[src/rtl/pipe_halt_ctrl.sv]
// Pipeline stall/flush/halt controller: merges core hazards with debugger halt/resume/step.
// Latency: control outputs are combinational from state and hazards; halted is registered.
// Backpressure: DRAIN waits for PIPE_DEPTH non-stalled cycles before reporting halted.
module pipe_halt_ctrl #(
  parameter int PIPE_DEPTH = 4
) (
  input  logic        clk,
  input  logic        reset,
  input  logic        load_use_hazard,
  input  logic        branch_flush,
  input  logic        halt_req,
  input  logic        resume_req,
  input  logic        step_req,
  output logic        Stall,
  output logic        reset_stages,
  output logic        fetch_kill,
  output logic        pc_hold,
  output logic        halted,
  output logic [31:0] stall_count
);

  localparam int CW = $clog2(PIPE_DEPTH + 1);
  localparam logic [CW-1:0] DRAIN_LOAD = CW'(PIPE_DEPTH);
  localparam logic [CW-1:0] DRAIN_LAST = CW'(1);

  typedef enum logic [1:0] {
    S_RUN    = 2'd0,
    S_DRAIN  = 2'd1,
    S_HALTED = 2'd2,
    S_STEP   = 2'd3
  } state_t;

  state_t          r_state;
  state_t          w_next_state;
  logic [CW-1:0]   r_drain_cnt;
  logic [CW-1:0]   w_next_drain_cnt;
  logic            r_halted;
  logic [31:0]     r_stall_count;
  logic            w_hazard_stall;
  logic            w_count_en;

  // A taken branch squashes the dependent instruction, so it overrides a load-use stall.
  assign w_hazard_stall = load_use_hazard & ~branch_flush;

  // Next-state, drain counter and control outputs.
  always_comb begin
    w_next_state     = r_state;
    w_next_drain_cnt = r_drain_cnt;
    Stall            = 1'b0;
    reset_stages     = 1'b0;
    fetch_kill       = 1'b0;
    pc_hold          = 1'b0;
    case (r_state)
      S_RUN: begin
        Stall        = w_hazard_stall;
        reset_stages = branch_flush;
        pc_hold      = w_hazard_stall;
        if (halt_req) begin
          w_next_state     = S_DRAIN;
          w_next_drain_cnt = DRAIN_LOAD;
        end
      end
      S_DRAIN: begin
        // Fetch is frozen; instructions already in flight keep flowing out.
        Stall        = w_hazard_stall;
        reset_stages = branch_flush;
        fetch_kill   = 1'b1;
        pc_hold      = 1'b1;
        // Only cycles where the pipe actually advances retire a slot.
        if (!w_hazard_stall) begin
          w_next_drain_cnt = r_drain_cnt - DRAIN_LAST;
          if (r_drain_cnt <= DRAIN_LAST) begin
            w_next_state     = S_HALTED;
            w_next_drain_cnt = '0;
          end
        end
      end
      S_HALTED: begin
        Stall      = 1'b1;
        fetch_kill = 1'b1;
        pc_hold    = 1'b1;
        if (resume_req) begin
          w_next_state = S_RUN;
        end else if (step_req) begin
          w_next_state = S_STEP;
        end
      end
      S_STEP: begin
        // One free cycle lets exactly one instruction enter, then drain it out.
        w_next_state     = S_DRAIN;
        w_next_drain_cnt = DRAIN_LOAD;
      end
      default: begin
        w_next_state     = S_RUN;
        w_next_drain_cnt = '0;
      end
    endcase
  end

  // Hazard stalls are counted only while the core is executing or draining.
  assign w_count_en = Stall & ((r_state == S_RUN) | (r_state == S_DRAIN));

  // State and drain counter registers.
  always_ff @(posedge clk or posedge reset) begin
    if (reset) begin
      r_state     <= S_RUN;
      r_drain_cnt <= '0;
    end else begin
      r_state     <= w_next_state;
      r_drain_cnt <= w_next_drain_cnt;
    end
  end

  // Registered halted flag, tracking entry into HALTED on the same edge as the state.
  always_ff @(posedge clk or posedge reset) begin
    if (reset) begin
      r_halted <= 1'b0;
    end else begin
      r_halted <= (w_next_state == S_HALTED);
    end
  end

  // Saturating stall-cycle counter.
  always_ff @(posedge clk or posedge reset) begin
    if (reset) begin
      r_stall_count <= '0;
    end else if (w_count_en && (r_stall_count != 32'hFFFF_FFFF)) begin
      r_stall_count <= r_stall_count + 32'd1;
    end
  end

  assign halted      = r_halted;
  assign stall_count = r_stall_count;

endmodule

[config.mk]
export PLATFORM = sky130hd
export DESIGN_NAME = pipe_halt_ctrl
export DESIGN_NICKNAME = d
export VERILOG_FILES = /design/src/rtl/pipe_halt_ctrl.sv
export SDC_FILE = /design/constraint.sdc
export NUM_CORES = 1
export LEC_CHECK = 0
export CORE_MARGIN = 2
export CORE_UTILIZATION = 55
export CTS_BUF_LIST = sky130_fd_sc_hd__clkbuf_8
export DETAILED_ROUTE_END_ITERATION = 7
export GPL_ROUTABILITY_DRIVEN = 0
export GPL_TIMING_DRIVEN = 0
export PLACE_DENSITY = 0.95
export SLEW_MARGIN = 0
export SYNTH_ARGS = -nofsm -noshare
export SYNTH_HDL_FRONTEND = slang
export SYNTH_SLANG_ARGS = --single-unit
[constraint.sdc]
create_clock -name clk -period 5.3 [get_ports clk]
set_input_delay 1.06 -clock clk [delete_from_list [all_inputs] [get_ports clk]]
set_output_delay 1.06 -clock clk [all_outputs]
set_load 0.01 [all_outputs]
==> summary.md <==
| Metric | Value |
|---|---|
| Vias in the first global route | `1649` |
| Mean post-synth cell area | `10.8 sq um` |
| HP Class | `reg -> reg` |
| Layout cells sized above 1 | `0.133` |
| Hpwl dp | `roughly 3200 um` |
| Ys async rst share | `1.00` |
| Clock skew | `0.00620 ns` |
| Htree depth | `2` |
| Gate count after technology mapping | `198` |
| Post-layout min period | `approximately 3.6 ns` |
| Final setup vio count | `0` |
| Crit path DAT | `about 2.5 ns` |
| Synth unique cells | `52` |
| Ant. Diodes | `0` |
| TritonCTS clock tree | `done` |
| Leakage power | `1.18 nW` |
| Drt wl/cell | `15.2 um` |
| Reg clk slew, reported paths | `0.07 ns` |
| I/O pin cnt | `44` |
| Total GRT Usage | `0.235` |
| R2r startpoint | `r_state[1]` |
| # port buffers | `43` |
| Number of hold violations in the final report | `0` |
| Setup_tns | `0 ns` |
| Pin count of the biggest net entering global routing | `39` |
| Max Root-Sink Buffers | `2` |
| Post-synth EDFFs | `0` |
| Resized Gates After CTS | `0` |
| Status | `completed` |
| DRT iter0 DRCs | `179` |
| FF-to-FF path depth | `7` |
| Commonest non-fill, non-tap cell in the layout | `clkdlybuf4s50_1` |
| Vias/cell | `5.82` |
| Top_reg_cell synth | `dfrtp_1` |
| Routed WL | `approximately 4500 um` |
| Fin nets | `roughly 260` |
| Routed Antenna Nets | `0` |
| Cts hold-fix bufs | `0` |
| Final instance area | `0.00270 sq mm` |
| Core area | `roughly 0.0037 sq mm` |
| Grt total ovfl | `0` |
| Area post-placement | `0.00262 sq mm` |
| Worst rel slew slack | `0.493` |
| Final period util | `0.679` |
| Sequential fraction of the synthesis area | `0.446` |
| Synth-to-Final Area Change | `26.7%` |
| Synth Cell Area | `approximately 0.0021 sq mm` |
| Total Power | `854 uW` |
| Cells on Worst Hold Path | `1` |
| Measured slew at the worst slew-check pin | `0.759 ns` |
| Crit. End Element | `output pin` |
| Reg2reg setup slack | `around 2.8 ns` |
| Initial Utilization | `0.578` |
| Commonest cells after routing, fill and taps aside | `43 x clkdlybuf4s50_1, 38 x dfrtp_1, 16 x nand2_1` |
| Max-slew violation count | `0` |
| Worst-Skew Late Latency | `around 0.3 ns` |
| Detailed Routing Iterations Pass 1 | `4` |
| CTS sink cnt | `38` |
| WP data required | `4.24 ns` |
| Hold Crit Start | `stall_count[28]` |
| R2r endpoint | `stall_count[17]` |
| DP Cell Count | `approximately 290` |
| DR vias | `1724` |
| Final routed DRC violation total | `0` |
| Die area | `0.00439 sq mm` |
| Final non-filler cell total | `around 300` |
| Root buf cell | `clkbuf_8` |
| First-pass GRT wire length | `7700 um` |
| Unrepaired setup endpoints after global routing | `false` |
| Post-CTS Setup Repair Bufs | `0` |
| Critical path class | `in -> out` |
| Die H | `66.2 um` |
| Hold EP | `stall_count[28]` |
| Synth Net Count | `213` |
| Synth Warn # | `0` |
| Max cap viols | `0` |
| Worst vdd rail ir drop | `0.000295 V` |
| Yosys reg bits | `38` |
| Worst-path maximum fanout | `6` |
| FMAX | `278 MHz` |
| Initial antenna violation count | `0` |
| Row count | `22` |
| PD cells | `316 mW/mm^2` |
| Die width | `66.2 um` |
| Total clock buffers created by CTS | `5` |
| CP Launch Type | `primary input` |
through the flow:
step	util	setup slack (ns)	hold WS [ns]
floorplan	-	2.70	0.519
global placement	0.711	1.74	0.481
detailed placement	0.711	1.69	0.485
CTS	0.732	1.70	0.500
global route	0.732	1.65	0.524
finish	0.732	1.70	0.494
report_power, final:
group          switching [mW]  internal [mW]  total [mW]
sequential             0.0514          0.329       0.381
clock                  0.0999         0.0881       0.188
combinational           0.139          0.146       0.285
total                   0.291          0.563       0.854
synthesized netlist by cell type (4+ instances only):
library cell | n | area share
ha_1 | 8 | 0.047
nor2_1 | 4 | 0.0070
and4_1 | 5 | 0.021
dfrtp_1 | 38 | 0.45
and3_2 | 4 | 0.014
nor3_1 | 8 | 0.019
nand2_1 | 16 | 0.028
inv_1 | 8 | 0.014
xor2_1 | 15 | 0.062
nand4_1 | 7 | 0.021
xnor2_1 | 9 | 0.037
o21a_1 | 5 | 0.018
and3_1 | 4 | 0.012
o21ai_0 | 5 | 0.012
nand3_1 | 8 | 0.019
worst max-delay path, cell delays in order:
cell and delay (ns):
clkdlybuf4s50_1 0.45, nor2b_2 0.28, a21oi_1 0.11, nor2_1 0.10, clkdlybuf4s50_1 0.54
kinds of logic after synthesis:
kind of cell,share of synthesized area
simple gates,0.265
xor+xnor,0.0987
flops,0.446
buf+inv,0.0311
fa+ha+maj,0.0470
compound gates,0.0957
mux,0.0159
how the worst max path moves through the flow:
stage | startpoint | end | depth (start not counted)
2_1_floorplan | load_use_hazard | pc_hold | 3
3_3_place_gp | load_use_hazard | pc_hold | 5
3_5_place_dp | load_use_hazard | Stall | 5
4_1_cts | load_use_hazard | Stall | 5
5_1_grt | load_use_hazard | pc_hold | 5
6_report | load_use_hazard | pc_hold | 5
flip-flops by register name (all words and copies together) (netlist names):
signal,flops
halted,1
r_drain_cnt,3
r_state,2
stall_count,32
routing by layer:
metal / wire length [um] / track usage
met1: 2100 / 0.319
met2: 2150 / 0.358
met3: 171 / 0.0511
met4: 88 / 0.107
met5: 0 / 0
area by class of cell:
class | instances | area (sq um)
Clock buffer | 5 | 68.8
Tap cell | 48 | 60.1
Buffer | 5 | 36.3
Inverter | 8 | 30.0
Fill cell | 286 | 988
Sequential cell | 38 | 951
Clock inverter | 2 | 10.0
Timing Repair Buffer | 43 | 430
Multi-Input combinational cell | 147 | 1110
(Power assumes the default switching activity.)
